`src/rtl/sram_bus_slave.sv`:
```
// sram_bus_slave: 32-bit waitrequest bus to 16-bit async SRAM, one SETUP/STROBE/HOLD cycle set per halfword.
// SRAM_FAST_READ_EN: when defined, reads skip HOLD and go straight to the next half or DONE.
module sram_bus_slave #(
    parameter int SRAM_AW     = 20,
    parameter int WAIT_CYCLES = 2
) (
    input  logic               clk,
    input  logic               reset,
    input  logic               chipselect,
    input  logic [31:0]        address,
    input  logic               read,
    input  logic               write,
    input  logic [31:0]        writedata,
    input  logic [3:0]         byteenable,
    output logic [31:0]        readdata,
    output logic               waitrequest,
    output logic [SRAM_AW-1:0] sram_addr,
    input  logic [15:0]        sram_dq_in,
    output logic [15:0]        sram_dq_out,
    output logic               sram_dq_oe,
    output logic               sram_ce_n,
    output logic               sram_oe_n,
    output logic               sram_we_n,
    output logic               sram_lb_n,
    output logic               sram_ub_n
);
`ifdef SRAM_FAST_READ_EN
    localparam bit fast_read = 1'b1;
`else
    localparam bit fast_read = 1'b0;
`endif
    typedef enum logic [2:0] {IDLE, SETUP, STROBE, HOLD, DONE} state_t;
    state_t state_q, state_d;
    logic [SRAM_AW-2:0] addr_q;
    logic [3:0]  be_q, cnt_q;
    logic [31:0] wdata_q, rdata_q;
    logic        wr_q, hi_q;
    logic        req, more, last, active;
    logic [1:0]  be_h;
    logic        unused_addr;
    assign unused_addr = ^{address[31:SRAM_AW+1], address[1:0]};
    assign req  = chipselect & (read | write);
    assign more = ~hi_q & |be_q[3:2];
    assign last = cnt_q == 4'(WAIT_CYCLES);
    assign waitrequest = req & (state_q != DONE);
    always_ff @(posedge clk) begin
        if (reset) state_q <= IDLE;
        else       state_q <= state_d;
    end
    always_comb begin
        state_d = state_q;
        case (state_q)
            IDLE:    state_d = !req ? IDLE : (byteenable == 4'b0 ? DONE : SETUP);
            SETUP:   state_d = STROBE;
            STROBE:  state_d = !last ? STROBE : (fast_read && !wr_q) ? (more ? SETUP : DONE) : HOLD;
            HOLD:    state_d = more ? SETUP : DONE;
            default: state_d = IDLE;
        endcase
    end
    always_ff @(posedge clk) begin
        if (reset) begin
            addr_q  <= '0;
            be_q    <= '0;
            wdata_q <= '0;
            rdata_q <= '0;
            wr_q    <= 1'b0;
            hi_q    <= 1'b0;
            cnt_q   <= '0;
        end else begin
            if (state_q == IDLE && req) begin
                addr_q  <= address[SRAM_AW:2];
                be_q    <= byteenable;
                wdata_q <= writedata;
                wr_q    <= write;
                hi_q    <= ~|byteenable[1:0];
                if (!write) rdata_q <= '0;
            end
            if (state_q != IDLE && state_d == SETUP) hi_q <= 1'b1;
            if (state_q == SETUP) cnt_q <= '0;
            if (state_q == STROBE) cnt_q <= cnt_q + 4'd1;
            // only enabled lanes are captured, the rest stay zero from the accept
            if (state_q == STROBE && last && !wr_q) begin
                if (hi_q) rdata_q[31:16] <= sram_dq_in & {{8{be_q[3]}}, {8{be_q[2]}}};
                else      rdata_q[15:0]  <= sram_dq_in & {{8{be_q[1]}}, {8{be_q[0]}}};
            end
        end
    end
    always_comb begin
        active      = state_q == SETUP || state_q == STROBE || state_q == HOLD;
        be_h        = hi_q ? be_q[3:2] : be_q[1:0];
        sram_ce_n   = ~active;
        sram_lb_n   = ~(active & be_h[0]);
        sram_ub_n   = ~(active & be_h[1]);
        sram_oe_n   = ~(state_q == STROBE && !wr_q);
        sram_we_n   = ~(state_q == STROBE && wr_q);
        sram_dq_oe  = active & wr_q;
        sram_dq_out = hi_q ? wdata_q[31:16] : wdata_q[15:0];
        sram_addr   = {addr_q, hi_q};
        readdata    = rdata_q;
    end
endmodule

```
`config.mk`:
```
export PLATFORM = sky130hd
export DESIGN_NAME = sram_bus_slave
export DESIGN_NICKNAME = d
export VERILOG_FILES = /design/src/rtl/sram_bus_slave.sv
export SDC_FILE = /design/constraint.sdc
export NUM_CORES = 1
export LEC_CHECK = 0
export ABC_CLOCK_PERIOD_IN_PS = 2000
export BUFFER_PORTS_ARGS = -buffer_cell sky130_fd_sc_hd__buf_4
export CORE_UTILIZATION = 47
export DETAILED_ROUTE_END_ITERATION = 12
export HOLD_SLACK_MARGIN = 0.08
export PLACE_DENSITY = 0.76
export REMOVE_ABC_BUFFERS = 1
export SLEW_MARGIN = 20
export SYNTH_ARGS = -nofsm -noshare
export SYNTH_HDL_FRONTEND = slang
export SYNTH_SLANG_ARGS = --single-unit
```
`constraint.sdc`:
```
create_clock -name clk -period 2 [get_ports clk]
set_input_delay 0.1 -clock clk [delete_from_list [all_inputs] [get_ports clk]]
set_output_delay 0.1 -clock clk [all_outputs]
set_load 0.05 [all_outputs]
```
==> results.json, run 1 <==
{
  "outcome": "complete, no violations",
  "grt_overflow_total": 0,
  "place_ws_ps": -144,
  "io_buffers": 150,
  "final_nets": 735,
  "yosysMostFrequentCell": "nand2_1",
  "post_cts_buffers": 0,
  "r2r_slack_ps": 140,
  "hp-class": "in2reg",
  "clock_latency_ps": 370,
  "rows": 32,
  "synth_common_cells": "nand2_1 (122), dfxtp_1 (96), a21oi_1 (58)",
  "drtAntennaViolNets": 0,
  "drt_iter0_drc": 233,
  "synth_edf_count": 0,
  "slew_viol_final": 0,
  "holdPathStages": 5,
  "finalPower_mw": 4.39,
  "rr_worst_depth": 5,
  "drcViolationCount": 0,
  "antenna_found_initial": 1,
  "ir_worst_vdd_uv": 614,
  "drive_above_1_share_pct": 31.7,
  "clock-skew-final_ps": 17.3,
  "clock-sinks": 96,
  "worst_pin_slew_ps": 814,
  "crit_path_end_kind": "register",
  "gp_congestion": 0.770,
  "dpl.hpwl_um": 6510,
  "nFillCells": 492,
  "clockBufferDepth": 2,
  "leakage_nw": 2.53,
  "firstDrtPassIters": 5,
  "syn_avg_cell_area_um2": 8.78,
  "fin_crit_ps": 1860,
  "cp.arrival_ps": 2080,
  "grt_usage_pct": 28.2,
  "path_class": "reg2reg",
  "fp.dieArea_um2": 8300,
  "whs_ps": 181,
  "post_drt_wl_per_cell_um": 15.3,
  "chipWidth_um": 91.1,
  "die_y_um": 91.1,
  "synthCells": 425,
  "slew_headroom_pct": 45.7,
  "rsz0062_at_grt": "false",
  "syn_area_um2": 3730,
  "htreeDepth": 3,
  "cts_tree": "built",
  "start_kind": "register",
  "required_ps": 2220,
  "yosysWarnings": 0,
  "yosysTopAreaCell": "dfxtp_1",
  "synthTopCellsByArea": "dfxtp_1 (51%), nand2_1 (12%), a21oi_1 (7.8%), o2bb2ai_1 (7.5%), mux2_2 (5.7%)",
  "grt_pass1_vias": 3930,
  "fin_util_pct": 77.2,
  "start_util_pct": 48.6,
  "wirelength_um": 11500,
  "grt_max_degree": 81,
  "synth_top_area_share_pct": 51.5,
  "finalSetupViolCount": 0,
  "drv_cap": 0,
  "dominantRegCellSynth": "dfxtp_1",
  "clk_pin_slew_ps": 90,
  "hold_viol_final": 0,
  "ys_seq_elements": 96,
  "ioPinCount": 164,
  "period_share_pct": 92.9,
  "clock-root-buffer": "clkbuf_8",
  "yosysSeqAreaShare_pct": 51.5,
  "core-area_um2": 7690,
  "num_vias": 3900,
  "grt_pass1_wl_um": 18600,
  "synth-async-reset-ratio_pct": 0,
  "numCtsBuffers": 9,
  "crit_fanout": 28,
  "power.density_nw_per_um2": 740,
  "ys_types": 35,
  "area_delta_synth_final_pct": 59.0,
  "via_per_inst": 5.19,
  "max_freq_mhz": 538,
  "fin_ws_ps": 142
}
==> layout make-up <==
type | instances | area, um2 | area share, %
multi-input combinational | 296 | 1670 | 28.2
sequential | 96 | 1920 | 32.4
inverter | 3 | 11.3 | 0.190
clock buffer | 9 | 124 | 2.09
clock inverter | 7 | 93.8 | 1.58
timing repair buffer | 238 | 1980 | 33.4
antenna | 1 | 2.50 | 0.0422
tap | 102 | 128 | 2.15
==> timing repair <==
| item | 4_1_cts | 5_1_grt |
|---|---|---|
| gates resized for setup | 2 | 0 |
| setup endpoints to repair | 32 | 0 |
| endpoints found under the hold margin | 89 | 0 |
| hold buffers | 72 | 0 |
==> critical path, cell delays in order (launching register included) <==
cell	delay [ps]
dfxtp_1	330
buf_4	180
or4_2	710
buf_4	260
nand2_1	130
a21oi_1	80
==> cells in the final DEF (no fill, tap or decap), types with 3 or more instances in the layout <==
cell type and count:
a21oi_1 58, buf_4 165, clkbuf_8 9, dfxtp_1 96
dlygate4sd3_1 72, inv_1 3, mux2_2 19, nand2_1 122
nand2b_1 18, nand3_1 3, nor2_1 8, o21ai_0 5
o2bb2ai_1 32
==> kinds of logic after synthesis <==
family	count (synthesis)	synth area share [%]
XOR/XNOR	1	0.235
multiplexers	19	5.73
flip-flops	96	51.5
adder cells (fa/ha/maj)	2	0.670
AND/OR/NAND/NOR	169	20.0
buffers and inverters	33	3.82
AO/OA/AOI/OAI	105	18.0
==> per-layer routing <==
metal  vias up  wire (um)  part of all wire (%)  GRT usage, %
met3        31        774                   6.7          7.45
met1      1839       4560                    40          32.3
met5         -          0                     0             0
li1       1882          -                     -             -
met4         0        367                   3.2          13.8
met2       148       5810                    50          48.7
==> path summary, 6_finish.rpt <==
check / from / to
worst max register to register: state_q[1]$_SDFF_PP0_ / addr_q[14]$_SDFFE_PP0N_
worst min-delay path: chipselect / wr_q$_SDFFE_PP0N_
worst min register to register: wdata_q[13]$_SDFFE_PP0N_ / wdata_q[13]$_SDFFE_PP0N_
worst max-delay path: state_q[1]$_SDFF_PP0_ / addr_q[14]$_SDFFE_PP0N_
==> flip-flops by register name (all words and copies together) (netlist names) <==
| signal | flops |
|---|---|
| addr_q | 19 |
| readdata | 32 |
| state_q | 3 |
| hi_q | 1 |
| wr_q | 1 |
| be_q | 4 |
| cnt_q | 4 |
| wdata_q | 32 |
==> power breakdown <==
| group | internal, mW | leakage [nW] | switching, mW |
|---|---|---|---|
| sequential | 2.00 | 0.781 | 0.0476 |
| clock | 0.704 | 0.106 | 0.703 |
| combinational | 0.401 | 1.64 | 0.539 |
==> through the flow <==
stage | cell area, um2 | std cells | TNS, ps
after floorplan | 3600 | 395 | -15200
after global placement | 4990 | 663 | -1200
after detailed placement | 4990 | 663 | -2270
after CTS | 5930 | 751 | 0
after global routing | 5930 | 751 | 0
final | 5930 | 752 | 0
Note: power is estimated with default switching activity, not from simulation.
==> inputs of run 2 (changes only) <==
==> constraint.sdc (replaced) <==
create_clock -name clk -period 2 [get_ports clk]
set_input_delay 0.1 -clock clk [delete_from_list [all_inputs] [get_ports clk]]
set_output_delay 0.1 -clock clk [all_outputs]
set_load 0.1 [all_outputs]
==> results.json, run 2 (synthesis gave the netlist of run 1 again) <==
{
  "gp_congestion": 0.787,
  "crit_path_end_kind": "primary output",
  "leakage_nw": 2.53,
  "whs_ps": 355,
  "grt_max_degree": 81,
  "post_drt_wl_per_cell_um": 15.3,
  "antenna_found_initial": 0,
  "setup-tns-final_ps": 0,
  "grt_usage_pct": 28.5,
  "required_ps": 1900,
  "design_area_um2": 5930,
  "rsz0062_at_grt": "false",
  "start_util_pct": 48.6,
  "finalNonFillerCells": 750,
  "wirelength_um": 11500,
  "cts_tree": "built",
  "die_y_um": 91.1,
  "num_vias": 3861,
  "n_antenna_cell": 0,
  "htreeDepth": 3,
  "fin_crit_ps": 1850,
  "dpl.hpwl_um": 6730,
  "hp-class": "in2reg",
  "post_cts_buffers": 0,
  "clock-skew-final_ps": 17.2,
  "slew_viol_final": 0,
  "max_freq_mhz": 540,
  "io_buffers": 150,
  "clockBufferDepth": 2,
  "drtAntennaViolNets": 0,
  "firstDrtPassIters": 5,
  "fp.dieArea_um2": 8300,
  "hold_viol_final": 0,
  "core-area_um2": 7690,
  "ir_worst_vdd_uv": 614,
  "clock_latency_ps": 360,
  "power.density_nw_per_um2": 779,
  "chipWidth_um": 91.1,
  "numCtsBuffers": 9,
  "place_area_um2": 4980,
  "clock-sinks": 96,
  "clock-root-buffer": "clkbuf_8",
  "start_kind": "register",
  "outcome": "complete, no violations",
  "final_nets": 734,
  "crit_fanout": 21,
  "layout_commonest_cell": "buf_4",
  "drv_cap": 0,
  "cp.arrival_ps": 1750,
  "clk_pin_slew_ps": 90,
  "grt_pass1_wl_um": 18800,
  "via_per_inst": 5.15,
  "drcViolationCount": 0,
  "grt_pass1_vias": 4052,
  "path_class": "reg2out",
  "drive_above_1_share_pct": 31.6,
  "place_inst": 662,
  "ioPinCount": 164,
  "grt_overflow_total": 0,
  "rows": 32,
  "period_share_pct": 92.5,
  "area_delta_synth_final_pct": 58.9,
  "drt_iter0_drc": 181,
  "layout_common_cells": "buf_4 (164), nand2_1 (122), dfxtp_1 (96)",
  "finalSetupViolCount": 0,
  "slew_headroom_pct": 45.5,
  "worst_pin_slew_ps": 818
}
run 2: cell count changes in the layout (fill, tap and decap cells not counted), sizes merged:
cell | previous run | this run
buf | 166 | 165
diode | 1 | 0
clkbuf | 9 | 10
clkinv | 2 | 3
clkinvlp | 2 | 0
run 2: final cells by class:
class / instances / area (um2)
clock inverters: 6 / 91.3
multi-input cells: 296 / 1680
clock buffers: 10 / 128
inverters: 3 / 11.3
fillers: 535 / 1760
repair buffers: 237 / 1970
flip-flops and latches: 96 / 1920
well taps: 102 / 128
run 2: final timing paths:
kind / from / to / slack [ps] / cells after the start
worst min-delay path: chipselect / hi_q$_SDFFE_PP0P_ / 360 / 5
worst max register to register: cnt_q[0]$_SDFFE_PP0P_ / readdata[13]$_SDFF_PP0_ / 180 / 6
worst min register to register: wdata_q[8]$_SDFFE_PP0N_ / wdata_q[8]$_SDFFE_PP0N_ / 460 / 2
worst max-delay path: hi_q$_SDFFE_PP0P_ / sram_lb_n / 150 / 4
run 2: per-layer routing:
layer  part of all wire, %  global-route usage, %  routed length, um
met1                    41                   32.5               4740
met2                    52                   51.1               5930
met3                   5.0                   6.45                575
met4                   2.2                   11.8                252
met5                     0                      0                  0
run 2: worst max-delay path, stage by stage (launching register included):
cell and delay [ps]:
dfxtp_1 350, buf_4 300, mux2_2 370, nand2_1 70, buf_4 290
run 2: power by group:
part | switching, mW | leakage, nW | internal [mW] | total, mW
logic | 0.765 | 1.64 | 0.401 | 1.17
registers | 0.0526 | 0.781 | 2.00 | 2.05
clock network | 0.695 | 0.111 | 0.712 | 1.41
run 2: timing repair:
action                                 in CTS  in global routing
resized for setup                           2                  1
endpoints found under the hold margin      89                  0
setup endpoints to repair                  32                  1
hold buffers                               72                  0
run 2: metrics by stage:
step | utilization (%) | setup slack (ps) | power (mW)
floorplan | - | -535 | 2.78
global placement | 64.8 | -40.0 | 3.11
detailed placement | 64.8 | -127 | 3.13
CTS | 77.1 | 131 | 4.62
global route | 77.2 | 47.6 | 4.80
finish | 77.2 | 149 | 4.62
==> inputs of run 3 (changes only) <==
Settings changed: CORE_UTILIZATION 47 to 33, PLACE_DENSITY 0.76 to 0.56.
==> results.json, run 3 (synthesis gave the netlist of run 1 again) <==
{
  "drtAntennaViolNets": 0,
  "drcViolationCount": 0,
  "met1_usage_pct": 23.5,
  "ir_worst_vdd_uv": 376,
  "r2r_end": "addr_q[18]$_SDFFE_PP0N_",
  "slew_headroom_pct": 44.0,
  "worstHoldStart": "reset",
  "grt_pass1_wl_um": 17800,
  "start_util_pct": 34.1,
  "firstDrtPassIters": 4,
  "place_ws_ps": 181,
  "crit_top_cell": "buf_4",
  "clk_pin_slew_ps": 70,
  "cp.arrival_ps": 2020,
  "clock_latency_ps": 340,
  "drt_iter0_drc": 198,
  "r2r_slack_ps": 150,
  "numCtsBuffers": 9,
  "setup-tns-final_ps": 0,
  "outcome": "complete, no violations",
  "grt_pass1_vias": 3775,
  "rr_worst_depth": 5,
  "slew_viol_final": 0,
  "hp-class": "in2reg",
  "fin_crit_ps": 1850,
  "clock-skew-final_ps": 11.1,
  "post_cts_buffers": 0,
  "power.density_nw_per_um2": 801,
  "cts_tree": "built",
  "die_y_um": 108,
  "fin_ws_ps": 151,
  "finalPower_mw": 4.84,
  "hold-path-endpoint": "readdata[11]$_SDFF_PP0_",
  "top_usage_layer": "met2",
  "layout_common_cells": "buf_4 (167), nand2_1 (122), dfxtp_1 (96)",
  "dpl.hpwl_um": 6970,
  "grt_overflow_total": 0,
  "met3_usage_pct": 3.32,
  "finalSetupViolCount": 0,
  "grt_util_met2_pct": 33.6,
  "nFillCells": 991,
  "path_buf_inv": 2,
  "crit_chain": "buf_4, or4_2, buf_4, nand2_1, a21oi_1",
  "post_drt_wl_per_cell_um": 14.1,
  "cpMaxStageDelayCell": "or4_2",
  "path_class": "reg2reg",
  "chipWidth_um": 108,
  "whs_ps": 361,
  "rsz0062_at_grt": "false",
  "clock-sinks": 96,
  "core-area_um2": 10900,
  "fp.dieArea_um2": 11700,
  "antenna_found_initial": 0,
  "io_buffers": 150,
  "cp_top_family": "simple AND/OR/NAND/NOR gates",
  "drive_above_1_share_pct": 31.7,
  "drv_cap": 0,
  "worst-path-stages": 5,
  "leakage_nw": 2.55,
  "max_stage_delay_ps": 710,
  "area_delta_synth_final_pct": 61.9,
  "final_nets": 736,
  "period_share_pct": 92.5,
  "n_antenna_cell": 0,
  "hold_viol_final": 0,
  "fin_util_pct": 55.2,
  "r2r-start": "state_q[0]$_SDFF_PP0_",
  "start_kind": "register",
  "gp_congestion": 0.722,
  "rows": 38,
  "grt_usage_pct": 19.2,
  "holdPathStages": 4,
  "worst_pin_slew_ps": 840,
  "layout_commonest_cell": "buf_4",
  "crit_fanout": 25,
  "grt_max_degree": 81,
  "required_ps": 2170,
  "crit_path_end_kind": "register",
  "max_freq_mhz": 541,
  "via_per_inst": 4.75,
  "num_vias": 3749,
  "ioPinCount": 164,
  "htreeDepth": 3,
  "clock-root-buffer": "clkbuf_16",
  "wirelength_um": 11100,
  "clockBufferDepth": 2
}
## run 3: changes by cell type in the layout (fill, tap and decap cells not counted), sizes merged
cell	change
clkbuf	+1
buf	+2
clkinv	-1
bufinv	-2
clkinvlp	+2
## run 3: worst max path at each step
| stage | startpoint | end | slack [ps] |
|---|---|---|---|
| final | state_q[0]$_SDFF_PP0_ | addr_q[18]$_SDFFE_PP0N_ | 150 |
| after global routing | state_q[0]$_SDFF_PP0_ | sram_dq_oe | 20 |
| after CTS | hi_q$_SDFFE_PP0P_ | sram_lb_n | 140 |
| after detailed placement | state_q[0]$_SDFF_PP0_ | wdata_q[29]$_SDFFE_PP0N_ | 180 |
| after global placement | cnt_q[0]$_SDFFE_PP0P_ | readdata[31]$_SDFF_PP0_ | -80 |
| after floorplan | hi_q$_SDFFE_PP0P_ | sram_lb_n | -540 |
## run 3: worst register-to-register path, stage by stage, from the launching register on
cell and delay [ps]:
dfxtp_1 330, buf_4 170, or4_2 710, buf_4 270, nand2_1 130, a21oi_1 80
## run 3: cell type report
type                            instances  area [um2]  area share (%)
Timing Repair Buffer                  239        1970            32.7
Sequential cell                        96        1920            31.8
Tap cell                              140         175            2.90
Clock buffer                           11         243            4.02
Clock inverter                          5        41.3           0.684
Multi-Input combinational cell        296        1670            27.7
Inverter                                3        11.3           0.186
## run 3: power breakdown
group	switching (mW)	internal [mW]	leakage, nW	total [mW]
Sequential	0.0476	2.00	0.781	2.04
Clock	0.749	0.887	0.132	1.64
Combinational	0.760	0.397	1.64	1.16
Total	1.56	3.28	2.55	4.84
## run 3: layer usage
metal / vias to the layer above / part of all wire (%)
met5: - / 0
met3: 11 / 4.6
met2: 100 / 51
li1: 1890 / -
met4: 0 / 1.5
met1: 1748 / 43
## run 3: stage by stage
stage                     cell area, um2  cells
after detailed placement            5040    702
after floorplan                     3600    395
final                               6040    790
after global routing                6040    790
after global placement              5030    702
after CTS                           6040    790
## run 3: what timing repair did
| action | in CTS | in global routing |
|---|---|---|
| gates resized for setup | 0 | 0 |
| endpoints found under the hold margin | 89 | 0 |
| hold buffers | 72 | 0 |
